<file path="config.mk">
export PLATFORM = sky130hd
export DESIGN_NAME = systolic_feeder_flat
export DESIGN_NICKNAME = d
export VERILOG_FILES = /design/src/rtl/systolic_feeder_if.sv /design/src/rtl/systolic_feeder.sv /design/src/flat_wrapper.sv
export SDC_FILE = /design/constraint.sdc
export NUM_CORES = 1
export LEC_CHECK = 0
export ABC_AREA = 1
export BUFFER_PORTS_ARGS = -buffer_cell sky130_fd_sc_hd__buf_2
export CORE_MARGIN = 5
export CORE_UTILIZATION = 30
export DETAILED_ROUTE_END_ITERATION = 8
export PLACE_DENSITY = 0.55
export SYNTH_ARGS = -nofsm -noshare
export SYNTH_HDL_FRONTEND = slang
export SYNTH_SLANG_ARGS = --single-unit
</file>
<file path="constraint.sdc">
create_clock -name clk_in -period 2.8 [get_ports clk_in]
set_input_delay 0.28 -clock clk_in [delete_from_list [all_inputs] [get_ports clk_in]]
set_output_delay 0.28 -clock clk_in [all_outputs]
set_load 0.05 [all_outputs]
</file>
<file path="src/rtl/systolic_feeder_if.sv">
// Bundle between the tile loader / sequencer and the systolic feeder:
// the vector write handshake, the stream request and the array-facing outputs.
interface systolic_feeder_if #(
  parameter int width = 8,
  parameter int row   = 4,
  parameter int depth = 16
);
  logic                          wr_valid;
  logic [row-1:0][width-1:0]     wr_data;
  logic                          wr_ready;
  logic                          start;
  logic [row-1:0][width-1:0]     feature_out;
  logic [row-1:0]                en_out;
  logic [$clog2(depth+1)-1:0]    fill;
  logic                          busy;
  logic                          done;

  modport master (
    output wr_valid, wr_data, start,
    input  wr_ready, feature_out, en_out, fill, busy, done
  );

  modport slave (
    input  wr_valid, wr_data, start,
    output wr_ready, feature_out, en_out, fill, busy, done
  );
endinterface

</file>
<file path="src/rtl/systolic_feeder.sv">
// Feature-path feeder for the systolic array: buffers up to `depth` vectors,
// then streams them with a diagonal skew (lane r lags lane 0 by r cycles).
module systolic_feeder #(
  parameter int width = 8,
  parameter int row   = 4,
  parameter int depth = 16
) (
  input  logic             clk_in,
  input  logic             rst_in,
  systolic_feeder_if.slave bus
);
  localparam int pw = $clog2(depth);
  localparam int fw = $clog2(depth + 1);
  localparam int cw = (row > 2) ? $clog2(row - 1) : 1;
  localparam logic [fw-1:0] fill_max   = fw'(depth);
  localparam logic [cw-1:0] drain_last = cw'((row > 1) ? row - 2 : 0);

  typedef enum logic [1:0] {IDLE, STREAM, DRAIN, DONE} state_t;
  typedef logic [row-1:0][width-1:0] vec_t;

  state_t        state, state_next;
  vec_t          mem [depth];
  vec_t          rd_vec;
  vec_t          lane_data;
  logic [row-1:0] lane_en;
  logic [pw-1:0] wr_ptr, rd_ptr;
  logic [fw-1:0] fill;
  logic [cw-1:0] drain_cnt;
  logic          wr_ready, wr_accept, issue, rd_stop, clear;

  assign wr_ready = (state == IDLE) && (fill < fill_max) && !bus.start && !rst_in;
  assign rd_vec   = mem[rd_ptr];
  // All vectors issued once the pointer reaches fill, or wraps for a full buffer.
  assign rd_stop  = ({1'b0, rd_ptr} == fill) || (rd_ptr == '0);

  // State register.
  // NOTE: sequential state uses non-blocking assignments so every flop samples
  // pre-edge values regardless of block ordering.
  always_ff @(posedge clk_in or posedge rst_in) begin
    if (rst_in) state <= IDLE;
    else        state <= state_next;
  end

  // Next-state and control decode; vector 0 is issued on the start edge so
  // lane 0 presents it in the very next cycle.
  always_comb begin
    // NOTE: every output of this block gets a default first, so no path
    // through the case can leave one unassigned and infer a latch.
    state_next = state;
    issue      = 1'b0;
    clear      = 1'b0;
    wr_accept  = bus.wr_valid && wr_ready;
    unique case (state)
      IDLE: begin
        if (bus.start) begin
          if (fill != '0) begin
            state_next = STREAM;
            issue      = 1'b1;
          end else begin
            state_next = DONE;
          end
        end
      end
      STREAM: begin
        if (rd_stop) state_next = (row > 1) ? DRAIN : DONE;
        else         issue      = 1'b1;
      end
      DRAIN: begin
        if (drain_cnt == drain_last) state_next = DONE;
      end
      DONE: begin
        clear      = 1'b1;
        state_next = IDLE;
      end
      default: state_next = IDLE;
    endcase
  end

  // Pointers, occupancy and drain counter.
  always_ff @(posedge clk_in or posedge rst_in) begin
    if (rst_in) begin
      wr_ptr    <= '0;
      rd_ptr    <= '0;
      fill      <= '0;
      drain_cnt <= '0;
    end else begin
      if (clear) begin
        wr_ptr <= '0;
        rd_ptr <= '0;
        fill   <= '0;
      end else begin
        if (wr_accept) begin
          wr_ptr <= wr_ptr + pw'(1);
          fill   <= fill + fw'(1);
        end
        if (issue) rd_ptr <= rd_ptr + pw'(1);
      end
      drain_cnt <= (state == DRAIN) ? drain_cnt + cw'(1) : '0;
    end
  end

  // Vector storage.
  // NOTE: the buffer array has no reset; stale contents are unreachable
  // because fill and the pointers are cleared, and a resettable RAM would
  // force it into flops.
  always_ff @(posedge clk_in) begin
    if (wr_accept) mem[wr_ptr] <= bus.wr_data;
  end

  // Skew pipeline: lane r is a (r+1)-deep shift register of data and valid.
  for (genvar r = 0; r < row; r++) begin : g_lane
    logic [width-1:0] sd [r+1];
    logic [r:0]       sv;

    // Shift element r of the issued vector down this lane.
    always_ff @(posedge clk_in or posedge rst_in) begin
      if (rst_in) begin
        sv <= '0;
        for (int s = 0; s <= r; s++) sd[s] <= '0;
      end else begin
        sv[0] <= issue;
        sd[0] <= rd_vec[r];
        for (int s = 1; s <= r; s++) begin
          sv[s] <= sv[s-1];
          sd[s] <= sd[s-1];
        end
      end
    end

    assign lane_en[r]   = sv[r];
    assign lane_data[r] = sv[r] ? sd[r] : '0;
  end

  assign bus.wr_ready    = wr_ready;
  assign bus.feature_out = lane_data;
  assign bus.en_out      = lane_en;
  assign bus.fill        = fill;
  assign bus.busy        = (state == STREAM) || (state == DRAIN);
  assign bus.done        = (state == DONE);
endmodule

</file>
<file path="src/flat_wrapper.sv">
// flat-port wrapper written by rule: the top's interface ports become plain ports
module systolic_feeder_flat 
#(
  parameter int width = 8,
  parameter int row   = 4,
  parameter int depth = 16
)
  (clk_in, rst_in, bus_wr_valid, bus_wr_data, bus_start, bus_wr_ready, bus_feature_out, bus_en_out, bus_fill, bus_busy, bus_done);
  systolic_feeder_if #(.width(width), .row(row), .depth(depth)) bus_i ();
  input  logic clk_in;
  input  logic rst_in;
  input wire logic [$bits(bus_i.wr_valid)-1:0] bus_wr_valid;
  input wire logic [$bits(bus_i.wr_data)-1:0] bus_wr_data;
  input wire logic [$bits(bus_i.start)-1:0] bus_start;
  output wire logic [$bits(bus_i.wr_ready)-1:0] bus_wr_ready;
  output wire logic [$bits(bus_i.feature_out)-1:0] bus_feature_out;
  output wire logic [$bits(bus_i.en_out)-1:0] bus_en_out;
  output wire logic [$bits(bus_i.fill)-1:0] bus_fill;
  output wire logic [$bits(bus_i.busy)-1:0] bus_busy;
  output wire logic [$bits(bus_i.done)-1:0] bus_done;
  assign bus_i.wr_valid = bus_wr_valid;
  assign bus_i.wr_data = bus_wr_data;
  assign bus_i.start = bus_start;
  assign bus_wr_ready = bus_i.wr_ready;
  assign bus_feature_out = bus_i.feature_out;
  assign bus_en_out = bus_i.en_out;
  assign bus_fill = bus_i.fill;
  assign bus_busy = bus_i.busy;
  assign bus_done = bus_i.done;
  systolic_feeder #(.width(width), .row(row), .depth(depth)) u_core (.clk_in(clk_in), .rst_in(rst_in), .bus(bus_i));
endmodule
</file>
==> flow_summary.toml <==
[floorplanning]
fp.dieH_um = 292.6
core_area_sq_um = 79130
io_pins = 80
placement_rows = 103
die_area_sq_um = 85610
initial_core_util_pct = 30.28
dieWidth_um = 292.6

[synth]
ys_types = 29
yosys-top-cells-area = "edfxtp_1, dfrtp_1, nand2_1"
syn-cell-area_sq_um = 23960
avgSynthCellArea_sq_um = 12.90
yosysWarnings = 0
ys_ff_latch = 613
seq_area_frac_synth_pct = 74.72
synth_fp_nets = 1907
syn_inst = 1857
synth_top_area_share_pct = 64.17
synth_area_leader_cell = "edfxtp_1"

[hold_path]
hp-class = "in2reg"

[global_routing]
grt_max_degree = 161
grt_pass1_vias = 13910
grt_pass1_wl_mm = 85.14
grt-ovfl-total = 0
grtUsageTotal_pct = 12.69
antenna_found_initial = 2

[routing]
viasPerCell = 4.613
drt-initial-drc-count = 1096
route.vias.total = 14030
postRouteWirelength_mm = 55.39
wire_per_inst_um = 18.21
dr.pass1.iters = 5
route.detailed.drc = 0
ant_nets = 0

[worst_setup_path]
crit_slowest_cell = "dfrtp_1"
worstSetupEndpointType = "register"
path_class = "reg2reg"
cp_max_fo = 16
arrival_ns = 2.73
critPathMaxStageDelay_ns = 0.42
cp_common_cell = "nand2_1"
startpoint_type = "register"
cp_data_required_time_ns = 3.08
crit_chain = "inv_1 -> ha_1 -> nand2_1 -> nor3_4 -> nand2_1 -> inv_2 -> nand2_1 -> nor2_4 -> buf_4"

[layout]
drive_gt1_share_pct = 12.81
synthToLayoutAreaGrowth_pct = 15.62
final_common_cell = "edfxtp_1"
nets = 1990
most-common-layout-cells = "edfxtp_1, nand2_1, inv_1"

[pwr]
p_per_area_nw_per_um2 = 903.1
p_total_w = 0.02502
vdd_drop_max_uv = 753.6
p_leak_nw = 10.09

[clock_network]
numCtsBuffers = 60
path_clk_slew_ns = 0.06
clock_latency_ns = 0.61
cts_tree = "done"
ctsLongestPathBuffers = 3
ctsResizeCount = 0
cts_htree_levels = 2
numClockSinks = 613
clockRootBuffer = "clkbuf_16"

[timing]
fmax_mhz = 407.0
finalMaxSlewViolations = 0
hold_viol = 0
setup_viol = 0
skew_ns = 0.01937
rsz0062_at_grt = "false"
hold_ws_ns = 0.06858
worstMarginPinSlew_ns = 0.7828
maxSlewHeadroom_pct = 47.82
fin_crit_ns = 2.457
fin_crit_sh_pct = 87.75
tns_ns = 0

[status]
run_status = "completed"

[run]
maxCapViolations = 0

[placed_design]
dpl.hpwl_mm = 32.72
gp_congestion = 0.7801
port_buffers = 79
## registers in the layout, indices dropped and copies added, names as in the netlist
register,cells
u_core.rd_ptr,4
u_core.g_lane.sv,4
u_core.drain_cnt,2
u_core.wr_ptr,4
u_core.bus.fill,5
u_core.state,2
u_core.mem,512
u_core.g_lane.sd,80
## stage by stage
step / area (sq um) / utilization [%] / std cells / setup WS, ns
finish: 27700 / 35.01 / 3041 / 0.3431
global route: 27700 / 35.00 / 3040 / 0.1668
CTS: 27700 / 35.00 / 3040 / 0.3353
detailed placement: 25830 / 32.64 / 2926 / 0.3359
global placement: 25830 / 32.64 / 2926 / 0.4114
floorplan: 24090 / - / 1857 / 0.01689
## critical path: cells and delay by family (launching register included)
family                   cells  cell delay [ns]
buffers and inverters        3             0.63
flip-flops                   1             0.42
AND/OR/NAND/NOR              5             0.87
adder cells (fa/ha/maj)      1             0.20
## worst paths after layout
path                       cells past startpoint                       to                    start  slack [ns]
setup reg to reg                               9        u_core.mem[6][26]          u_core.state[1]        0.34
min in group asynchronous                      3       u_core.bus.fill[4]                   rst_in        0.26
setup / recovery                               9        u_core.mem[6][26]          u_core.state[1]        0.34
hold reg to reg                                0   u_core.g_lane[1].sd[3]  u_core.g_lane[1].sd[11]        0.35
max in group asynchronous                      4  u_core.g_lane[1].sd[13]                   rst_in        1.82
hold / removal                                 1        u_core.mem[3][12]          bus_wr_data[12]        0.07
## cell usage after synthesis, drive strengths merged
cell,count
nor3,2
clkbuf,35
nand4,1
o2111ai,64
a21oi,36
nor2,159
clkinv,1
o21a,1
o211ai,96
inv,185
a31oi,2
o21ai,109
edfxtp,512
nand2,393
nand3,78
ha,14
dfrtp,101
buf,68
## metal layers
layer | part of all wire [%] | global-route usage (%) | vias to the layer above
met4 | 1.9 | 3.498 | 2
met3 | 4.1 | 2.055 | 68
li1 | - | - | 6676
met2 | 49 | 21.56 | 288
met5 | 0.036 | 0 | -
met1 | 45 | 16.99 | 6994
## layout make-up
class,instances,area (sq um)
Inverter,186,704.4
Clock buffer,76,1562
Sequential cell,613,17910
Tap cell,1050,1314
Timing Repair Buffer,124,988.4
Fill cell,7674,51430
Multi-Input combinational cell,955,4930
Clock inverter,36,289.0
Antenna cell,1,2.502
## where the power goes
group | switching, W | internal [W] | leakage, nW
Clock | 0.00330 | 0.00431 | 0.900
Combinational | 0.00462 | 0.00179 | 3.38
Sequential | 0.000366 | 0.0106 | 5.81
Total | 0.00828 | 0.0167 | 10.1
## cell families after synthesis
logic type               share of synthesized area, %
flip-flops                                      74.72
buffers and inverters                           5.228
adder cells (fa/ha/maj)                        0.7312
AO/OA/AOI/OAI                                   8.878
AND/OR/NAND/NOR                                 10.44
## repair_timing
action                     4_1_cts  5_1_grt
hold endpoints to repair        15        0
hold buffers                     2        0
setup endpoints to repair        0        0
buffers inserted                 0        0
(Power assumes the default switching activity.)
